## config.mk

```make
export PLATFORM = sky130hd
export DESIGN_NAME = axi_dma_master
export DESIGN_NICKNAME = d
export VERILOG_FILES = /design/src/rtl/utils_pkg.sv /design/src/rtl/axi_dma_master.sv
export SDC_FILE = /design/constraint.sdc
export NUM_CORES = 1
export LEC_CHECK = 0
export ABC_AREA = 1
export CAP_MARGIN = 20
export CORE_MARGIN = 1
export CORE_UTILIZATION = 35
export DETAILED_ROUTE_END_ITERATION = 10
export PLACE_DENSITY_LB_ADDON = 0.05
export REMOVE_ABC_BUFFERS = 1
export SLEW_MARGIN = 0
export SYNTH_ARGS = -nofsm -noshare
export SYNTH_HDL_FRONTEND = slang
export SYNTH_SLANG_ARGS = --single-unit
```

## constraint.sdc

```tcl
create_clock -name clk -period 1.6 [get_ports clk]
set_clock_uncertainty 0.2 [all_clocks]
set_input_delay 0.32 -clock clk [delete_from_list [all_inputs] [get_ports clk]]
set_output_delay 0.32 -clock clk [all_outputs]
set_load 0.02 [all_outputs]
```

## src/rtl/utils_pkg.sv

```systemverilog
// rtl/utils_pkg.sv - shared AXI types, constants and DMA state encoding
// Purpose: AXI4 master/slave channel bundles plus the constants and FSM
// state type used by axi_dma_master. No ports (package).
package utils_pkg;

  localparam int AXI_ID_W   = 4;
  localparam int AXI_USER_W = 1;

  localparam logic [1:0] AXI_RESP_OKAY   = 2'b00;
  localparam logic [1:0] AXI_RESP_SLVERR = 2'b10;
  localparam logic [2:0] AXI_SIZE_WORD   = 3'd2;
  localparam logic [1:0] AXI_BURST_INCR  = 2'b01;

  typedef enum logic [2:0] {
    ST_IDLE    = 3'd0,
    ST_RD_ADDR = 3'd1,
    ST_RD_DATA = 3'd2,
    ST_WR_REQ  = 3'd3,
    ST_WR_RESP = 3'd4,
    ST_DONE    = 3'd5
  } dma_state_e;

  // Master-driven channels: AW, W, B ready, AR, R ready.
  typedef struct packed {
    logic [AXI_ID_W-1:0]   awid;
    logic [31:0]           awaddr;
    logic [7:0]            awlen;
    logic [2:0]            awsize;
    logic [1:0]            awburst;
    logic                  awlock;
    logic [3:0]            awcache;
    logic [2:0]            awprot;
    logic [3:0]            awqos;
    logic [3:0]            awregion;
    logic [AXI_USER_W-1:0] awuser;
    logic                  awvalid;
    logic [31:0]           wdata;
    logic [3:0]            wstrb;
    logic                  wlast;
    logic [AXI_USER_W-1:0] wuser;
    logic                  wvalid;
    logic                  bready;
    logic [AXI_ID_W-1:0]   arid;
    logic [31:0]           araddr;
    logic [7:0]            arlen;
    logic [2:0]            arsize;
    logic [1:0]            arburst;
    logic                  arlock;
    logic [3:0]            arcache;
    logic [2:0]            arprot;
    logic [3:0]            arqos;
    logic [3:0]            arregion;
    logic [AXI_USER_W-1:0] aruser;
    logic                  arvalid;
    logic                  rready;
  } s_axi_mosi_t;

  // Slave-driven channels: AW/W ready, B, AR ready, R.
  typedef struct packed {
    logic                  awready;
    logic                  wready;
    logic [AXI_ID_W-1:0]   bid;
    logic [1:0]            bresp;
    logic [AXI_USER_W-1:0] buser;
    logic                  bvalid;
    logic                  arready;
    logic [AXI_ID_W-1:0]   rid;
    logic [31:0]           rdata;
    logic [1:0]            rresp;
    logic                  rlast;
    logic [AXI_USER_W-1:0] ruser;
    logic                  rvalid;
  } s_axi_miso_t;

endpackage

```

## src/rtl/axi_dma_master.sv

```systemverilog
// rtl/axi_dma_master.sv - single-word-at-a-time AXI memory-to-memory copy engine
// Purpose: copies len_words_i 32-bit words from src to dst, one read then one
// write per word, never more than one AXI transaction in flight.
// Ports:
//   clk, rst          - clock, synchronous active-high reset
//   start_i           - start a copy (only honoured in IDLE)
//   src_addr_i        - source byte address (word aligned internally)
//   dst_addr_i        - destination byte address (word aligned internally)
//   len_words_i       - number of words to copy
//   busy_o            - copy in progress
//   done_o            - one-cycle pulse at end of copy (success or abort)
//   err_o             - sticky error, cleared on next accepted start
//   axi_mosi_o        - AXI master request channels
//   axi_miso_i        - AXI slave response channels
module axi_dma_master
  import utils_pkg::*;
#(
  parameter logic [AXI_ID_W-1:0] AXI_ID = '0
) (
  input  logic        clk,
  input  logic        rst,
  input  logic        start_i,
  input  logic [31:0] src_addr_i,
  input  logic [31:0] dst_addr_i,
  input  logic [15:0] len_words_i,
  output logic        busy_o,
  output logic        done_o,
  output logic        err_o,
  output s_axi_mosi_t axi_mosi_o,
  input  s_axi_miso_t axi_miso_i
);

  dma_state_e  state_q, state_d;
  logic [31:0] src_q, src_d;
  logic [31:0] dst_q, dst_d;
  logic [15:0] cnt_q, cnt_d;
  logic [31:0] buf_q, buf_d;
  logic        err_q, err_d;
  // AW and W may complete in different cycles; remember which one is done.
  logic        aw_done_q, aw_done_d;
  logic        w_done_q, w_done_d;

  logic aw_valid_c, w_valid_c, aw_fire, w_fire;

  assign aw_valid_c = (state_q == ST_WR_REQ) && !aw_done_q;
  assign w_valid_c  = (state_q == ST_WR_REQ) && !w_done_q;
  assign aw_fire    = aw_valid_c && axi_miso_i.awready;
  assign w_fire     = w_valid_c && axi_miso_i.wready;

  // Response fields this engine has no use for, plus the discarded byte offset.
  logic unused_inputs;
  assign unused_inputs = ^{axi_miso_i.bid, axi_miso_i.buser, axi_miso_i.rid,
                           axi_miso_i.rlast, axi_miso_i.ruser,
                           src_addr_i[1:0], dst_addr_i[1:0]};

  always_ff @(posedge clk) begin
    if (rst) begin
      state_q   <= ST_IDLE;
      src_q     <= '0;
      dst_q     <= '0;
      cnt_q     <= '0;
      buf_q     <= '0;
      err_q     <= 1'b0;
      aw_done_q <= 1'b0;
      w_done_q  <= 1'b0;
    end else begin
      state_q   <= state_d;
      src_q     <= src_d;
      dst_q     <= dst_d;
      cnt_q     <= cnt_d;
      buf_q     <= buf_d;
      err_q     <= err_d;
      aw_done_q <= aw_done_d;
      w_done_q  <= w_done_d;
    end
  end

  always_comb begin
    state_d   = state_q;
    src_d     = src_q;
    dst_d     = dst_q;
    cnt_d     = cnt_q;
    buf_d     = buf_q;
    err_d     = err_q;
    aw_done_d = aw_done_q;
    w_done_d  = w_done_q;

    // Request fields are driven from the latched registers at all times so
    // they cannot move while a valid waits for its ready.
    axi_mosi_o         = '0;
    axi_mosi_o.arid    = AXI_ID;
    axi_mosi_o.araddr  = src_q;
    axi_mosi_o.arsize  = AXI_SIZE_WORD;
    axi_mosi_o.arburst = AXI_BURST_INCR;
    axi_mosi_o.awid    = AXI_ID;
    axi_mosi_o.awaddr  = dst_q;
    axi_mosi_o.awsize  = AXI_SIZE_WORD;
    axi_mosi_o.awburst = AXI_BURST_INCR;
    axi_mosi_o.wdata   = buf_q;
    axi_mosi_o.wstrb   = 4'hF;
    axi_mosi_o.wlast   = 1'b1;
    axi_mosi_o.awvalid = aw_valid_c;
    axi_mosi_o.wvalid  = w_valid_c;

    case (state_q)
      ST_IDLE: begin
        if (start_i) begin
          src_d     = {src_addr_i[31:2], 2'b00};
          dst_d     = {dst_addr_i[31:2], 2'b00};
          cnt_d     = len_words_i;
          err_d     = 1'b0;
          aw_done_d = 1'b0;
          w_done_d  = 1'b0;
          state_d   = (len_words_i == 16'd0) ? ST_DONE : ST_RD_ADDR;
        end
      end
      ST_RD_ADDR: begin
        axi_mosi_o.arvalid = 1'b1;
        if (axi_miso_i.arready) state_d = ST_RD_DATA;
      end
      ST_RD_DATA: begin
        axi_mosi_o.rready = 1'b1;
        if (axi_miso_i.rvalid) begin
          buf_d = axi_miso_i.rdata;
          if (axi_miso_i.rresp == AXI_RESP_OKAY) begin
            aw_done_d = 1'b0;
            w_done_d  = 1'b0;
            state_d   = ST_WR_REQ;
          end else begin
            err_d   = 1'b1;
            state_d = ST_DONE;
          end
        end
      end
      ST_WR_REQ: begin
        aw_done_d = aw_done_q | aw_fire;
        w_done_d  = w_done_q | w_fire;
        if (aw_done_d && w_done_d) state_d = ST_WR_RESP;
      end
      ST_WR_RESP: begin
        axi_mosi_o.bready = 1'b1;
        if (axi_miso_i.bvalid) begin
          if (axi_miso_i.bresp != AXI_RESP_OKAY) begin
            err_d   = 1'b1;
            state_d = ST_DONE;
          end else begin
            cnt_d   = cnt_q - 16'd1;
            src_d   = src_q + 32'd4;
            dst_d   = dst_q + 32'd4;
            state_d = (cnt_q == 16'd1) ? ST_DONE : ST_RD_ADDR;
          end
        end
      end
      ST_DONE: begin
        state_d = ST_IDLE;
      end
      default: begin
        state_d = ST_IDLE;
      end
    endcase
  end

  assign busy_o = (state_q != ST_IDLE) && (state_q != ST_DONE);
  assign done_o = (state_q == ST_DONE);
  assign err_o  = err_q;

endmodule
```

==> results of run 1 <==
worst max-delay path: stages, from the launching register on:
cell	delay [ns]
sky130_fd_sc_hd__dfxtp_2	0.32
sky130_fd_sc_hd__buf_6	0.12
sky130_fd_sc_hd__nor2_4	0.14
sky130_fd_sc_hd__nand2_4	0.07
sky130_fd_sc_hd__inv_4	0.07
sky130_fd_sc_hd__buf_12	0.11
sky130_fd_sc_hd__buf_12	0.10
sky130_fd_sc_hd__buf_8	0.10
kinds of logic (layout without fill, tap and decap cells):
group           Yosys count  in the layout  synth area share [%]
flops                   114            114                 29.46
simple gates            767            767                 40.11
fa+ha+maj                 4              4                0.6461
compound gates          198            198                 13.12
other cells               2             78               0.09695
buf+inv                 234            578                 16.12
xor+xnor                  4              4                0.4524
cells in the mapped netlist, types with 2 or more instances:
library cell               instances  area [µm²]
sky130_fd_sc_hd__a21oi_1         119       595.6
sky130_fd_sc_hd__a31oi_1           5       31.28
sky130_fd_sc_hd__buf_2            21       105.1
sky130_fd_sc_hd__buf_4            81       608.1
sky130_fd_sc_hd__buf_6             5       56.30
sky130_fd_sc_hd__clkbuf_1         29       108.9
sky130_fd_sc_hd__conb_1            2       7.510
sky130_fd_sc_hd__dfxtp_1         114        2282
sky130_fd_sc_hd__ha_1              4       50.05
sky130_fd_sc_hd__inv_1            94       352.8
sky130_fd_sc_hd__nand2_1         384        1441
sky130_fd_sc_hd__nand3_1         111       555.5
sky130_fd_sc_hd__nand3b_1          6       45.04
sky130_fd_sc_hd__nand4_1          12       75.07
sky130_fd_sc_hd__nor2_1          240       900.9
sky130_fd_sc_hd__nor3_1            7       35.03
sky130_fd_sc_hd__nor4_1            2       12.51
sky130_fd_sc_hd__o211ai_1          2       15.01
sky130_fd_sc_hd__o21a_1            3       22.52
sky130_fd_sc_hd__o21ai_0          62       310.3
sky130_fd_sc_hd__o21ai_1           4       20.02
sky130_fd_sc_hd__o31ai_1           2       15.01
sky130_fd_sc_hd__or2_2             2       12.51
sky130_fd_sc_hd__xnor2_1           2       17.52
sky130_fd_sc_hd__xor2_1            2       17.52
registers in the layout (all words and copies together) (netlist names):
name,flops
cnt_q,16
w_done_q,1
buf_q,32
dst_q,30
aw_done_q,1
state_q,3
err_o,1
src_q,30
through the flow:
step / cells / setup WS, ns / instance area [µm²]
after floorplan: 1262 / -2.140 / 7149
after global placement: 1964 / -0.4139 / 11390
after detailed placement: 1964 / -0.4488 / 11390
after CTS: 2001 / -0.3541 / 12070
after global routing: 2023 / -0.4433 / 12820
final: 2023 / -0.3761 / 12820
where the power goes:
| part | internal [mW] | leakage, nW | switching (mW) |
|---|---|---|---|
| clock | 2.06 | 0.270 | 1.69 |
| sequential | 3.62 | 0.952 | 0.698 |
| combinational | 4.79 | 4.24 | 5.39 |
placed cells by master (no fill, tap or decap), drive strengths merged, types with 2 or more instances in the layout:
cell | netlist | layout
a21oi | 119 | 119
nand3 | 111 | 111
xor2 | 2 | 2
inv | 96 | 108
conb | 2 | 78
o21ai | 66 | 66
clkdlybuf4s15 | 0 | 7
nand2 | 386 | 386
nor2 | 241 | 241
nand4 | 12 | 12
o31ai | 2 | 2
o21a | 3 | 3
clkinvlp | 0 | 3
or2 | 2 | 2
buf | 108 | 309
xnor2 | 2 | 2
clkbuf | 29 | 32
clkdlybuf4s50 | 0 | 118
nor4 | 2 | 2
o211ai | 2 | 2
a31oi | 5 | 5
nand3b | 6 | 6
nor3 | 7 | 7
dfxtp | 114 | 114
ha | 4 | 4
layer usage:
layer / up-vias / track usage [%] / share of wire (%)
li1: 4894 / - / -
met1: 4372 / 31.34 / 45
met2: 301 / 38.56 / 46
met3: 27 / 6.416 / 7.0
met4: 2 / 5.850 / 1.3
met5: - / 0 / 0.046
worst min-delay path by stage:
stage                            from                 endpoint  slack (ns)
2_1_floorplan                     rst   aw_done_q$_SDFFE_PP0P_        0.19
3_3_place_gp   buf_q[28]$_SDFFE_PP0P_   buf_q[28]$_SDFFE_PP0P_        0.25
3_5_place_dp   buf_q[23]$_SDFFE_PP0P_   buf_q[23]$_SDFFE_PP0P_        0.25
4_1_cts                           rst  state_q[1]$_SDFFE_PP0P_        0.16
5_1_grt                           rst   buf_q[31]$_SDFFE_PP0P_        0.19
6_report                          rst   buf_q[29]$_SDFFE_PP0P_        0.18
area by class of cell:
| class | count | share of cell area, % |
|---|---|---|
| sequential | 114 | 18.33 |
| clock buffer | 17 | 3.317 |
| tap | 280 | 2.732 |
| multi-input combinational | 1051 | 39.71 |
| clock inverter | 15 | 1.073 |
| inverter | 97 | 2.956 |
| timing repair buffer | 449 | 31.88 |
what timing repair did:
item                       CTS  global route
resized for setup          428           283
buffers inserted             5            15
gates cloned                 0             8
setup endpoints to repair  213           172
pin swaps                    7            47
==> reports/summary.json, run 1 <==
{
  "status": {"value": "finished with violations"},
  "violations": {"value": "setup timing"},
  "area_growth": {"value": 65.56, "unit": "%"},
  "finalPower": {"value": 18.25, "unit": "mW"},
  "cts.path.max_buffers": {"value": 2},
  "holdPathStages": {"value": 3},
  "nFillCells": {"value": 2194},
  "worst_flop_to_flop_path_startpoint": {"value": "state_q[1]$_SDFFE_PP0P_"},
  "clock_tree_from_tritoncts": {"value": "done"},
  "ff_latch_area": {"value": 0.002351, "unit": "mm²"},
  "grt_pass1_vias": {"value": 8701},
  "path_max_fanout": {"value": 3},
  "worst_setup_path_endpoint": {"value": "axi_mosi_o[68]"},
  "grt_start_max_net_pins": {"value": 52},
  "r2r.worst_path.cells": {"value": 10},
  "leakagePower": {"value": 5.467, "unit": "nW"},
  "ys_seq_area_share": {"value": 29.46, "unit": "%"},
  "syn-instance-count": {"value": 1323},
  "timing.final.ws_setup": {"value": -0.3761, "unit": "ns"},
  "final_core_util": {"value": 58.95, "unit": "%"},
  "first_pass_grt_wire_length": {"value": 42860, "unit": "µm"},
  "tns": {"value": -28.05, "unit": "ns"},
  "final_max_slew_viol_count": {"value": 0},
  "setup_viol": {"value": 122},
  "synth_seq_cells": {"value": 114},
  "drt_drc_violations_left": {"value": 0},
  "dpl.hpwl": {"value": 19770, "unit": "µm"},
  "ant_nets": {"value": 0},
  "routed_via_density": {"value": 4.743},
  "worstPathRequired": {"value": 1.08, "unit": "ns"},
  "cts_root_buffer": {"value": "sky130_fd_sc_hd__clkbuf_16"},
  "min_period": {"value": 1.976, "unit": "ns"},
  "synth_enable_flop_cells": {"value": 0},
  "die_area": {"value": 0.02273, "unit": "mm²"},
  "die_w": {"value": 150.8, "unit": "µm"},
  "cts_max_level": {"value": 4},
  "syn_area": {"value": 0.007746, "unit": "mm²"},
  "path_clk_slew": {"value": 0.06, "unit": "ns"},
  "asyncSetResetFlopFracSynth": {"value": 0, "unit": "%"},
  "start_util": {"value": 35.61, "unit": "%"},
  "vdd.ir_drop.worst": {"value": 0.9067, "unit": "mV"},
  "overflow": {"value": 0},
  "final.period_utilization": {"value": 123.5, "unit": "%"},
  "pwr_density_cell": {"value": 1423, "unit": "mW/mm²"},
  "postRouteWirelength": {"value": 28050, "unit": "µm"},
  "crit_arrival": {"value": 1.46, "unit": "ns"},
  "n_antenna_cell": {"value": 0},
  "core_area": {"value": 0.02176, "unit": "mm²"},
  "core.rowCount": {"value": 54},
  "yosys_most_used_dff": {"value": "sky130_fd_sc_hd__dfxtp_1"},
  "globalplace.congestion": {"value": 0.8862},
  "gr-usage-all-layers": {"value": 23.86, "unit": "%"},
  "report.final.hold_viol_count": {"value": 0},
  "clk-insertion-delay-late": {"value": 0.42, "unit": "ns"},
  "worstSetupStartpoint": {"value": "state_q[1]$_SDFFE_PP0P_"},
  "worstSetupEndpointType": {"value": "output pin"},
  "routedWlPerCell": {"value": 13.86, "unit": "µm"},
  "drt-pass1-iter-count": {"value": 5},
  "critical_path_class": {"value": "reg2out"},
  "post_synth_num_cell_types": {"value": 33},
  "io_buffers": {"value": 219},
  "r2r_setup_slack": {"value": -0.35, "unit": "ns"},
  "clock.fmax": {"value": 506.0, "unit": "MHz"},
  "cts_num_sinks": {"value": 114},
  "die_height": {"value": 150.8, "unit": "µm"},
  "hold-worst-slack": {"value": 0.1797, "unit": "ns"},
  "synthesis.area_per_instance": {"value": 5.855, "unit": "µm²"},
  "antenna_found_initial": {"value": 1},
  "grt_setup_unrepaired": {"value": "true"},
  "dr_total_vias": {"value": 9596},
  "start_kind": {"value": "register"},
  "total_i_o_pin_count": {"value": 313},
  "multiInputGateArea": {"value": 0.005092, "unit": "mm²"},
  "maxCapViolations": {"value": 0},
  "class_of_the_tightest_hold_or_removal_check": {"value": "in2reg"},
  "fin_nets": {"value": 1869},
  "layout-drive-gt1-share": {"value": 32.30, "unit": "%"},
  "num_cts_buffers": {"value": 17},
  "r2r_end": {"value": "src_q[6]$_SDFFE_PP0P_"},
  "synth_warnings": {"value": 0},
  "drtIter0Drc": {"value": 473},
  "cts-hold-fix-buffers": {"value": 0}
}
(Power assumes the default switching activity.)
==> inputs of run 2 (changes only) <==
--- a/config.mk
+++ b/config.mk
@@ -11,7 +11,7 @@
 export CORE_UTILIZATION = 35
 export DETAILED_ROUTE_END_ITERATION = 10
 export PLACE_DENSITY_LB_ADDON = 0.05
-export REMOVE_ABC_BUFFERS = 1
+export SETUP_SLACK_MARGIN = 0.4
 export SLEW_MARGIN = 0
 export SYNTH_ARGS = -nofsm -noshare
 export SYNTH_HDL_FRONTEND = slang
==> run 2 against run 1 <==
  * The run still ends with setup timing left
  * Global-route usage increased by 0.45 points
  * Via count decreased by 0.73%
  * Die area unchanged
  * First-iteration DRC count increased by 4.4%
  * Sequential share of layout area up 0.64 points
  * Largest power group unchanged
  * Combinational power barely moved
  * Total power is 1.8% higher
  * Highest routed layer is now met4
==> reports/summary.json, run 2 (synthesized netlist as in run 1, its figures left out) <==
{
  "cts-hold-fix-buffers": {"value": 0},
  "grt_pass1_vias": {"value": 8643},
  "leakagePower": {"value": 5.473, "unit": "nW"},
  "num_cts_buffers": {"value": 17},
  "clock.fmax": {"value": 530.4, "unit": "MHz"},
  "ff_latch_area": {"value": 0.002470, "unit": "mm²"},
  "layout_commonest_cell": {"value": "sky130_fd_sc_hd__nand2_1"},
  "n_antenna_cell": {"value": 0},
  "die_area": {"value": 0.02273, "unit": "mm²"},
  "layout-drive-gt1-share": {"value": 29.81, "unit": "%"},
  "worstSetupEndpointType": {"value": "register"},
  "io_buffers": {"value": 219},
  "area_growth": {"value": 68.08, "unit": "%"},
  "finalPower": {"value": 18.59, "unit": "mW"},
  "final-instance-count-excl-fill": {"value": 2001},
  "final_max_slew_viol_count": {"value": 0},
  "pwr_density_cell": {"value": 1427, "unit": "mW/mm²"},
  "numPlacedInstances": {"value": 1935},
  "report.final.hold_viol_count": {"value": 0},
  "class_of_the_tightest_hold_or_removal_check": {"value": "in2reg"},
  "worstPathRequired": {"value": 1.74, "unit": "ns"},
  "critical-path-slowest-cell": {"value": "sky130_fd_sc_hd__dfxtp_4"},
  "start_util": {"value": 35.61, "unit": "%"},
  "largest_register_by_flop_count": {"value": "buf_q"},
  "first_pass_grt_wire_length": {"value": 43450, "unit": "µm"},
  "crit_buf_inv": {"value": 3},
  "violations": {"value": "setup timing"},
  "gr-usage-all-layers": {"value": 24.30, "unit": "%"},
  "layout_top_registers": {"value": "buf_q x32, dst_q x30, src_q x30"},
  "multiInputGateArea": {"value": 0.004893, "unit": "mm²"},
  "antenna_found_initial": {"value": 0},
  "status": {"value": "finished with violations"},
  "crit_arrival": {"value": 2.03, "unit": "ns"},
  "die_w": {"value": 150.8, "unit": "µm"},
  "min_from": {"value": "rst"},
  "holdPathStages": {"value": 3},
  "clock_tree_from_tritoncts": {"value": "done"},
  "critPathMaxStageDelay": {"value": 0.37, "unit": "ns"},
  "final.period_utilization": {"value": 117.8, "unit": "%"},
  "path_clk_slew": {"value": 0.06, "unit": "ns"},
  "grt_setup_unrepaired": {"value": "true"},
  "hold-worst-slack": {"value": 0.1762, "unit": "ns"},
  "r2r.worst_path.cells": {"value": 9},
  "routed_via_density": {"value": 4.761},
  "grt_start_max_net_pins": {"value": 35},
  "critical_path.top_delay_family": {"value": "simple AND/OR/NAND/NOR gates"},
  "drt-pass1-iter-count": {"value": 5},
  "start_kind": {"value": "register"},
  "layout.cells.most_common_list": {"value": "sky130_fd_sc_hd__nand2_1, sky130_fd_sc_hd__nor2_1, sky130_fd_sc_hd__buf_4"},
  "cts_root_buffer": {"value": "sky130_fd_sc_hd__clkbuf_16"},
  "die_height": {"value": 150.8, "unit": "µm"},
  "overflow": {"value": 0},
  "cts.path.max_buffers": {"value": 2},
  "hold_end": {"value": "dst_q[19]$_SDFFE_PP0P_"},
  "r2r_setup_slack": {"value": -0.29, "unit": "ns"},
  "ant_nets": {"value": 0},
  "core.rowCount": {"value": 54},
  "total_i_o_pin_count": {"value": 313},
  "vdd.ir_drop.worst": {"value": 0.7845, "unit": "mV"},
  "nFillCells": {"value": 2167},
  "min_period": {"value": 1.885, "unit": "ns"},
  "r2r_end": {"value": "dst_q[8]$_SDFFE_PP0P_"},
  "dr_total_vias": {"value": 9526},
  "timing.final.ws_setup": {"value": -0.2853, "unit": "ns"},
  "cts_num_sinks": {"value": 114},
  "drtIter0Drc": {"value": 494},
  "clk-insertion-delay-late": {"value": 0.42, "unit": "ns"},
  "fin_nets": {"value": 1847},
  "maxCapViolations": {"value": 0},
  "dpl.hpwl": {"value": 20130, "unit": "µm"},
  "core_area": {"value": 0.02176, "unit": "mm²"},
  "worst_flop_to_flop_path_startpoint": {"value": "state_q[1]$_SDFFE_PP0P_"},
  "postRouteWirelength": {"value": 28410, "unit": "µm"},
  "largest_register_ff_count": {"value": 32},
  "cts_max_level": {"value": 4},
  "setup_viol": {"value": 102},
  "path_max_fanout": {"value": 8},
  "critical_path_class": {"value": "reg2reg"},
  "cp_cell_sequence": {"value": "nor2_4 -> buf_6 -> nand3b_1 -> nand2_8 -> clkinv_8 -> buf_12 -> o21ai_0 -> nand2_1 -> a21oi_1"},
  "routedWlPerCell": {"value": 14.20, "unit": "µm"},
  "drt_drc_violations_left": {"value": 0},
  "globalplace.congestion": {"value": 0.9185}
}
run 2: changes by cell type in the layout (fill, tap and decap cells not counted), sizes merged:
cell / delta
buf: -7
nand2: +1
clkbuf: -9
clkdlybuf4s15: -7
bufinv: +3
inv: -12
clkinvlp: -1
clkinv: +10
run 2: worst register-to-register path: stages (launching register included):
cell and delay, ns:
sky130_fd_sc_hd__dfxtp_4 0.37, sky130_fd_sc_hd__nor2_4 0.15, sky130_fd_sc_hd__buf_6 0.12, sky130_fd_sc_hd__nand3b_1 0.20, sky130_fd_sc_hd__nand2_8 0.19, sky130_fd_sc_hd__clkinv_8 0.13, sky130_fd_sc_hd__buf_12 0.16, sky130_fd_sc_hd__o21ai_0 0.09
sky130_fd_sc_hd__nand2_1 0.07, sky130_fd_sc_hd__a21oi_1 0.13
run 2: what timing repair did:
action                     CTS  global route
resized for setup          650           144
cloned                       2             7
pin swaps                    1            16
setup endpoints to repair  214           214
setup buffers               20             5
run 2: area by class of cell:
class	count	area share, %
clock buffers	17	3.267
clock inverters	15	1.413
inverters	97	3.085
multi-input cells	1052	37.58
flip-flops and latches	114	18.97
well taps	280	2.691
repair buffers	426	32.99
run 2: routing by layer:
metal  track usage [%]  share of wire, %  up-vias
met5                 0                 0        -
met4             6.250               1.3        0
met3             6.747               8.6       29
met2             37.64                44      343
met1             33.03                46     4284
li1                  -                 -     4870
run 2: worst max path at each step:
stage,from,endpoint,slack (ns),cells after the start
2_1_floorplan,src_q[2]$_SDFFE_PP0P_,src_q[20]$_SDFFE_PP0P_,-0.02,10
3_3_place_gp,axi_miso_i[45],src_q[13]$_SDFFE_PP0P_,-0.51,10
3_5_place_dp,axi_miso_i[45],src_q[19]$_SDFFE_PP0P_,-0.53,10
4_1_cts,state_q[0]$_SDFFE_PP0P_,axi_mosi_o[108],-0.30,5
5_1_grt,state_q[1]$_SDFFE_PP0P_,dst_q[8]$_SDFFE_PP0P_,-0.37,9
6_report,state_q[1]$_SDFFE_PP0P_,dst_q[8]$_SDFFE_PP0P_,-0.29,9
run 2: where the power goes:
| part | switching, mW | internal (mW) | total [mW] |
|---|---|---|---|
| clock | 1.53 | 2.47 | 4.00 |
| combinational | 5.08 | 4.89 | 9.98 |
| sequential | 0.870 | 3.74 | 4.61 |
run 2: stage by stage:
step / setup TNS, ns / instance area (µm²) / util, % / setup slack (ns)
finish: -16.04 / 13020 / 59.85 / -0.2853
global route: -27.49 / 13020 / 59.85 / -0.3659
CTS: -18.50 / 12510 / 57.52 / -0.2958
floorplan: -0.2101 / 8288 / - / -0.02117
detailed placement: -40.40 / 11350 / 52.19 / -0.5273
global placement: -38.53 / 11350 / 52.19 / -0.5088
